[config.mk]
export PLATFORM = sky130hd
export DESIGN_NAME = purse_controller
export DESIGN_NICKNAME = d
export VERILOG_FILES = /design/src/rtl/purse_controller.sv
export SDC_FILE = /design/constraint.sdc
export NUM_CORES = 1
export LEC_CHECK = 0
export BUFFER_PORTS_ARGS = -buffer_cell sky130_fd_sc_hd__buf_2
export CAP_MARGIN = 25
export CORE_UTILIZATION = 55
export CTS_BUF_LIST = sky130_fd_sc_hd__clkbuf_16
export DETAILED_ROUTE_END_ITERATION = 7
export MAX_ROUTING_LAYER = met4
export PLACE_DENSITY = 0.78
export SLEW_MARGIN = 5
export SYNTH_ARGS = -nofsm -noshare
export SYNTH_HDL_FRONTEND = slang
export SYNTH_SLANG_ARGS = --single-unit
[constraint.sdc]
create_clock -name clk -period 12.7 [get_ports clk]
set_clock_uncertainty 0.1 [all_clocks]
set_input_delay 1.27 -clock clk [delete_from_list [all_inputs] [get_ports clk]]
set_output_delay 1.27 -clock clk [all_outputs]
set_load 0.1 [all_outputs]
[src/rtl/purse_controller.sv]
// Battle wallet: periodic income, deploy/upgrade charging against external cost tables,
// and clamping of the balance to the capacity of the current purse level.
module purse_controller #(
  parameter int TICK_CYCLES = 10_000_000,
  parameter int INC_BASE    = 5,
  parameter int INC_STEP    = 5
) (
  input  logic        clk,
  input  logic        rst_n,
  input  logic        en,
  input  logic        game_clr,
  input  logic        deploy_req,
  input  logic [2:0]  deploy_type,
  input  logic        upgrade_req,
  output logic [2:0]  cost_addr,
  input  logic [14:0] cost_in,
  output logic [2:0]  purse_level,
  input  logic [14:0] upg_cost_in,
  input  logic [14:0] max_money_in,
  output logic        deploy_ack,
  output logic        deploy_nak,
  output logic        upgrade_ack,
  output logic        upgrade_nak,
  output logic [14:0] money
);

  localparam int              CNT_W     = (TICK_CYCLES > 1) ? $clog2(TICK_CYCLES) : 1;
  localparam logic [CNT_W-1:0] CNT_LAST = CNT_W'(TICK_CYCLES - 1);
  localparam logic [2:0]      LEVEL_MAX = 3'd7;

  typedef enum logic [1:0] {
    IDLE = 2'd0,
    DEP  = 2'd1,
    UPG  = 2'd2
  } state_t;

  state_t           state;
  state_t           state_nxt;
  logic             deploy_req_p1;
  logic             upgrade_req_p1;
  logic             deploy_edge;
  logic             upgrade_edge;
  logic [CNT_W-1:0] tick_cnt;
  logic             tick;
  logic             dep_ok;
  logic             upg_ok;
  logic [15:0]      spend;
  logic [15:0]      income;
  logic [14:0]      money_nxt;

  function automatic logic [15:0] income_for(input logic [2:0] lvl);
    return 16'(INC_BASE) + 16'(INC_STEP) * {13'd0, lvl};
  endfunction

  // Clamp a 16-bit intermediate balance to the purse capacity.
  function automatic logic [14:0] sat_money(input logic [15:0] v, input logic [14:0] cap);
    if (v > {1'b0, cap}) return cap;
    return v[14:0];
  endfunction

  assign deploy_edge  = en && deploy_req  && !deploy_req_p1;
  assign upgrade_edge = en && upgrade_req && !upgrade_req_p1;
  assign tick         = en && (tick_cnt == CNT_LAST);

  // Affordability is judged on the balance before any income of this cycle.
  assign dep_ok = (state == DEP) && (money >= cost_in);
  assign upg_ok = (state == UPG) && (purse_level != LEVEL_MAX) && (money >= upg_cost_in);

  always_comb begin
    state_nxt = state;
    unique case (state)
      IDLE: begin
        if (deploy_edge)       state_nxt = DEP;
        else if (upgrade_edge) state_nxt = UPG;
      end
      DEP:     state_nxt = IDLE;
      UPG:     state_nxt = IDLE;
      default: state_nxt = IDLE;
    endcase
  end

  always_comb begin
    spend = 16'd0;
    if (dep_ok)      spend = {1'b0, cost_in};
    else if (upg_ok) spend = {1'b0, upg_cost_in};
  end

  // Income uses the pre-upgrade level; capacity is the pre-upgrade table output.
  assign income    = tick ? income_for(purse_level) : 16'd0;
  assign money_nxt = sat_money({1'b0, money} - spend + income, max_money_in);

  always_ff @(posedge clk or negedge rst_n) begin
    if (!rst_n) begin
      state          <= IDLE;
      deploy_req_p1  <= 1'b0;
      upgrade_req_p1 <= 1'b0;
      tick_cnt       <= '0;
      cost_addr      <= 3'd0;
      purse_level    <= 3'd0;
      money          <= 15'd0;
      deploy_ack     <= 1'b0;
      deploy_nak     <= 1'b0;
      upgrade_ack    <= 1'b0;
      upgrade_nak    <= 1'b0;
    end else if (game_clr) begin
      state          <= IDLE;
      deploy_req_p1  <= 1'b0;
      upgrade_req_p1 <= 1'b0;
      tick_cnt       <= '0;
      cost_addr      <= 3'd0;
      purse_level    <= 3'd0;
      money          <= 15'd0;
      deploy_ack     <= 1'b0;
      deploy_nak     <= 1'b0;
      upgrade_ack    <= 1'b0;
      upgrade_nak    <= 1'b0;
    end else begin
      deploy_req_p1  <= deploy_req;
      upgrade_req_p1 <= upgrade_req;
      state          <= state_nxt;
      if (en) tick_cnt <= tick ? '0 : tick_cnt + 1'b1;
      if ((state == IDLE) && deploy_edge) cost_addr <= deploy_type;
      money          <= money_nxt;
      if (upg_ok) purse_level <= purse_level + 3'd1;
      deploy_ack     <= dep_ok;
      deploy_nak     <= (state == DEP) && !dep_ok;
      upgrade_ack    <= upg_ok;
      upgrade_nak    <= (state == UPG) && !upg_ok;
    end
  end

endmodule
==> results of run 1 <==
cell usage in the layout, fill, tap and decap left out, drive strengths merged, types with 16 or more instances in the layout:
master / n
o21ai: 23
nor3: 16
xor2: 17
dfrtp: 53
ha: 78
nor2: 46
a21oi: 35
nand2: 23
inv: 61
nand3: 25
buf: 81
through the flow:
stage / setup slack [ns] / hold WS, ns / instance area, um2 / cells / power [mW]
after floorplan: 4.972 / 0.3275 / 4951 / 563 / 1.006
after global placement: 4.048 / 0.3668 / 5415 / 735 / 1.189
after detailed placement: 3.780 / 0.3875 / 5415 / 735 / 1.215
after CTS: 4.088 / 0.3968 / 5584 / 743 / 1.385
after global routing: 3.908 / 0.4224 / 5592 / 744 / 1.512
final: 4.341 / 0.3936 / 5592 / 744 / 1.398
per-layer routing:
layer,track usage [%],up-vias
met4,10.33,0
met5,-,-
li1,-,2214
met1,37.47,2155
met2,46.64,161
met3,3.974,31
sequential cells by signal (all words and copies together), names as in the netlist:
register	flops
state	2
purse_level	3
cost_addr	3
money	15
upgrade_ack	1
upgrade_nak	1
deploy_nak	1
deploy_ack	1
upgrade_req_p1	1
deploy_req_p1	1
tick_cnt	24
worst reg2reg max path: cells and delay by family (launching register included):
family,cells,cell delay (ns)
flip-flops,1,0.45
AND/OR/NAND/NOR,7,2.14
adder cells (fa/ha/maj),4,1.61
buffers and inverters,1,0.26
AO/OA/AOI/OAI,12,3.06
power breakdown:
group | switching (mW) | total (mW) | leakage (nW) | internal, mW
registers | 0.0343 | 0.226 | 0.720 | 0.192
clock network | 0.0657 | 0.159 | 0.0842 | 0.0936
logic | 0.650 | 1.01 | 2.03 | 0.363
total | 0.750 | 1.40 | 2.84 | 0.648
area by class of cell:
cell class / count / area (um2) / share of cell area (%)
multi-input combinational: 434 / 3323 / 59.43
clock inverter: 3 / 43.79 / 0.7832
timing repair buffer: 81 / 412.9 / 7.384
inverter: 60 / 225.2 / 4.028
tap: 108 / 135.1 / 2.417
clock buffer: 5 / 125.1 / 2.238
sequential: 53 / 1326 / 23.72
cell families after synthesis:
group / after synthesis / share of synthesized area [%]
AOI/OAI and AO/OA: 144 / 20.62
and+or+nand+nor: 171 / 18.04
DFF: 53 / 26.79
buffers and inverters: 76 / 6.090
xor gates and xnor gates: 31 / 5.484
adders and majority gates: 84 / 22.14
muxes: 4 / 0.8340
worst paths after layout:
path                                     startpoint                    endpoint  slack [ns]  cells after the start
max in group asynchronous                     rst_n         money[13]$_DFF_PN0_       11.04                      2
min in group asynchronous                     rst_n  purse_level[2]$_DFFE_PN0P_        0.99                      2
hold reg to reg            upgrade_req_p1$_DFF_PN0_        state[1]$_DFFE_PN0P_        0.39                      2
setup reg to reg                money[12]$_DFF_PN0_          money[9]$_DFF_PN0_        4.98                     24
setup / recovery                        cost_in[12]          money[9]$_DFF_PN0_        4.34                     26
hold / removal             upgrade_req_p1$_DFF_PN0_        state[1]$_DFFE_PN0P_        0.39                      2
==> qor.yml, run 1 <==
run_status:
  status: "completed"
synthesis:
  synthesis.yosys.warnings: 0
  yosys.area.top_type: "dfrtp_1"
  synthDistinctLibCells: 61
  synthesis.instances: 563
  synth-edff-count: 0
  synthFlopType: "dfrtp_1"
  synth_top_cells_by_area: "dfrtp_1, ha_1, inv_1"
  yosys.cell_count.top_type: "ha_1"
  synthesized_cell_area_mm2: 0.004951
  yosys-top-cells-count: "ha_1, inv_1, dfrtp_1"
  synthesized_nets: 701
  synth.ff_latch_count: 53
  synth-async-reset-ratio_pct: 100.0
  synthesized_area_per_cell_um2: 8.794
  synth_top_area_share_pct: 26.79
  synth-seq-area-share_pct: 26.79
critical_path:
  worstPathBufferInverterCount: 3
  endpoint_kind: "flop"
  worst_path_largest_cell_delay_ns: 0.58
  cp_max_fo: 16
  critical_path_class: "in -> reg"
  slowest_stage: "or4_1"
  critical_path.startpoint_type: "input pin"
  crit_family: "compound AO/OA/AOI/OAI gates"
  arrival_ns: 8.44
  worst_ep_required_time_ns: 12.78
route:
  met2_wirelength_um: 5876
  wire_per_inst_um: 17.09
  route.top_layer_used: "met4"
  number_of_drc_violations_after_detailed_routing_iteration_0: 261
  ant_nets: 0
  wl_met1_um: 5792
  drt_pre_antenna_iters: 5
  drt_drc_violations_left: 0
  met3RoutedLength_um: 696
  detail_route.wirelength_um: 12720
  via_per_inst: 6.130
  detailroute.via_count: 4561
timing:
  max_slew_margin_pct: 54.61
  unrepaired_setup_endpoints_after_global_routing: "false"
  post_route_fraction_of_the_period_consumed_by_the_critical_path_pct: 65.82
  slew_violations: 0
  fmax_mhz: 119.6
  fin_crit_ns: 8.359
  sum_neg_setup_slack_ns: 0
  finalHoldViolCount: 0
  final-setup-viol-count: 0
  max_slew.worst_pin.slew_ns: 0.6747
clock_network:
  clock_pin_slew_reported_for_the_worst_setup_and_hold_paths_after_clock_tree_synthesis_ns: 0.07
  insertion_delay_ns: 0.30
  cts_resized: 0
  tritoncts: "done"
  clock-sinks: 53
  tritoncts.num_buffers: 5
  cts_buffer_depth: 2
  cts.htree.levels: 2
  postCtsSetupRepairBufs: 0
  cts-hold-fix-buffers: 0
  cts_root_buf: "clkbuf_16"
power:
  max-vdd-ir-drop_mv: 0.1138
  power_per_cell_area_mw_per_mm2: 250.1
  p_leak_nw: 2.838
layout:
  n_fill_cell: 764
  layout.nets: 773
  final_util_pct: 64.12
  flow.area_growth_from_synthesis_pct: 12.94
  drive_gt1_share_pct: 15.41
  antenna-diode-count: 0
floorplanning:
  initial_utilization_pct: 56.77
  core_footprint_mm2: 0.008721
  io-pin-count: 79
  fp.dieArea_mm2: 0.009385
  count_of_standard_cell_rows: 34
  die_width_um: 96.88
  chipHeight_um: 96.88
global_route:
  grt_max_degree: 54
  grt_remaining_overflow: 0
  grt_pass1_wl_um: 21580
  grt.total_usage_pct: 28.99
  first_global_vias: 4599
  antenna_found_initial: 0
run:
  drv.max_cap_violation_count: 0
placed_design:
  dpl.hpwl_um: 10020
  port_buffers: 78
  routabilityCongestion: 0.9659
worst_hold_path:
  hold_path.class: "reg -> reg"
(Power assumes the default switching activity.)
==> run 2: changes to the inputs <==
--- a/config.mk
+++ b/config.mk
@@ -7,7 +7,7 @@
 export LEC_CHECK = 0
 export BUFFER_PORTS_ARGS = -buffer_cell sky130_fd_sc_hd__buf_2
 export CAP_MARGIN = 25
-export CORE_UTILIZATION = 55
+export CORE_UTILIZATION = 53
 export CTS_BUF_LIST = sky130_fd_sc_hd__clkbuf_16
 export DETAILED_ROUTE_END_ITERATION = 7
 export MAX_ROUTING_LAYER = met4
==> constraint.sdc (replaced) <==
create_clock -name clk -period 7.2 [get_ports clk]
set_clock_uncertainty 0.1 [all_clocks]
set_input_delay 0.72 -clock clk [delete_from_list [all_inputs] [get_ports clk]]
set_output_delay 0.72 -clock clk [all_outputs]
set_load 0.1 [all_outputs]
==> qor.yml, run 2 (same netlist as run 1, synthesis figures left out) <==
run_status:
  status: "completed"
layout:
  flow.area_growth_from_synthesis_pct: 19.59
  max_ffs_per_register: 24
  layout.nets: 805
  biggest_register: "tick_cnt"
  final_cell_mix: "ha_1, buf_2, inv_1, nor2_1, dfrtp_1"
  antenna-diode-count: 0
  largestRegisters: "tick_cnt x24, money x15"
  drive_gt1_share_pct: 23.65
timing:
  finalHoldViolCount: 0
  fmax_mhz: 141.2
  unrepaired_setup_endpoints_after_global_routing: "true"
  slew_violations: 0
  final-setup-viol-count: 0
  final.hold.worst_slack_ns: 0.3791
  max_slew_margin_pct: 53.88
  final.setup.worst_slack_ns: 0.1163
  max_slew.worst_pin.slew_ns: 0.6918
  post_route_fraction_of_the_period_consumed_by_the_critical_path_pct: 98.39
  fin_crit_ns: 7.084
critical_path:
  arrival_ns: 7.18
  critical_path_class: "in -> reg"
  cp_max_fo: 7
  worst_ep_required_time_ns: 7.30
  critical_path.startpoint_type: "input pin"
  endpoint_kind: "flop"
placed_design:
  port_buffers: 78
  dpl.hpwl_um: 10660
  routabilityCongestion: 0.9328
  pre_cts_ws_ns: -0.5051
route:
  detailroute.via_count: 4823
  detail_route.wirelength_um: 13510
  drt_pre_antenna_iters: 5
  drt_drc_violations_left: 0
  ant_nets: 0
  number_of_drc_violations_after_detailed_routing_iteration_0: 256
  via_per_inst: 6.215
  wire_per_inst_um: 17.41
clock_network:
  cts_buffer_depth: 2
  clock_pin_slew_reported_for_the_worst_setup_and_hold_paths_after_clock_tree_synthesis_ns: 0.07
  tritoncts: "done"
  tritoncts.num_buffers: 5
  insertion_delay_ns: 0.30
  cts_root_buf: "clkbuf_16"
  clock-sinks: 53
  cts-hold-fix-buffers: 0
  cts.htree.levels: 2
global_route:
  grt_pass1_wl_um: 22010
  grt_remaining_overflow: 0
  grt_max_degree: 54
  antenna_found_initial: 0
  grt.total_usage_pct: 29.03
  first_global_vias: 4740
floorplanning:
  io-pin-count: 79
  core_footprint_mm2: 0.008891
  chipHeight_um: 98.65
  count_of_standard_cell_rows: 34
  die_width_um: 98.65
  initial_utilization_pct: 55.69
  fp.dieArea_mm2: 0.009732
power:
  max-vdd-ir-drop_mv: 0.2035
  power_per_cell_area_mw_per_mm2: 456.5
  p_leak_nw: 2.987
run:
  drv.max_cap_violation_count: 0
worst_hold_path:
  hold_path.class: "reg -> reg"
==> run 2: changes by cell type in the layout (fill, tap and decap cells not counted), sizes merged <==
cell / before / now
buf: 81 / 113
bufinv: 1 / 0
clkinvlp: 0 / 1
==> run 2: cell type report <==
| type | count | area [um2] |
|---|---|---|
| timing repair buffer | 113 | 668.1 |
| inverter | 60 | 225.2 |
| tap | 108 | 135.1 |
| clock inverter | 3 | 21.27 |
| sequential | 53 | 1339 |
| multi-input combinational | 434 | 3407 |
| fill | 711 | 2970 |
| clock buffer | 5 | 125.1 |
==> run 2: critical path, stage by stage <==
cell,delay [ns]
buf_2,0.09
inv_1,0.04
ha_1,0.30
a21o_1,0.19
a21oi_2,0.15
or4bb_1,0.49
o21bai_1,0.20
and4b_2,0.26
a22oi_2,0.22
fa_2,0.50
fa_2,0.42
a211oi_2,0.30
o21ai_2,0.10
and3_1,0.17
o41a_1,0.39
a2111o_1,0.44
and2_1,0.19
ha_1,0.29
nand4_1,0.09
or4_1,0.56
a21o_1,0.18
a31o_2,0.25
o2111ai_2,0.13
buf_6,0.18
nand3_1,0.13
a21oi_1,0.19
==> run 2: through the flow <==
step | power [mW] | cells | cell area [um2] | TNS, ns | util, %
floorplan | 1.779 | 563 | 4964 | 0 | -
global placement | 2.242 | 766 | 5660 | -2.553 | 63.66
detailed placement | 2.313 | 766 | 5660 | -7.014 | 63.66
CTS | 2.585 | 775 | 5831 | 0 | 65.58
global route | 2.896 | 776 | 5921 | -0.5099 | 66.59
finish | 2.703 | 776 | 5921 | 0 | 66.59
==> run 2: final timing paths <==
kind	startpoint	to	slack, ns	cells after the start
hold reg to reg	upgrade_req_p1$_DFF_PN0_	state[1]$_DFFE_PN0P_	0.38	2
max in group asynchronous	rst_n	money[0]$_DFF_PN0_	6.04	2
min in group asynchronous	rst_n	tick_cnt[17]$_DFFE_PN0P_	0.43	2
setup reg to reg	money[0]$_DFF_PN0_	money[0]$_DFF_PN0_	0.15	26
hold / removal	upgrade_req_p1$_DFF_PN0_	state[1]$_DFFE_PN0P_	0.38	2
setup / recovery	cost_in[12]	money[0]$_DFF_PN0_	0.12	26
==> run 2: repair_timing <==
| item | 4_1_cts | 5_1_grt |
|---|---|---|
| resized for setup | 8 | 24 |
| pin swaps | 0 | 10 |
| gates cloned | 1 | 0 |
| buffers inserted | 0 | 1 |
| setup endpoints to repair | 15 | 15 |
==> run 2: report_power, final <==
group	total [mW]	internal, mW	switching, mW
sequential	0.405	0.342	0.0629
clock	0.247	0.130	0.117
combinational	2.05	0.821	1.23
total	2.70	1.29	1.41
==> run 2: per-layer routing <==
layer	up-vias	track usage [%]	routed length (um)
met5	-	-	0
met4	0	10.33	467
met3	36	3.404	888
met2	199	47.56	6188
met1	2313	37.28	5965
li1	2275	-	-
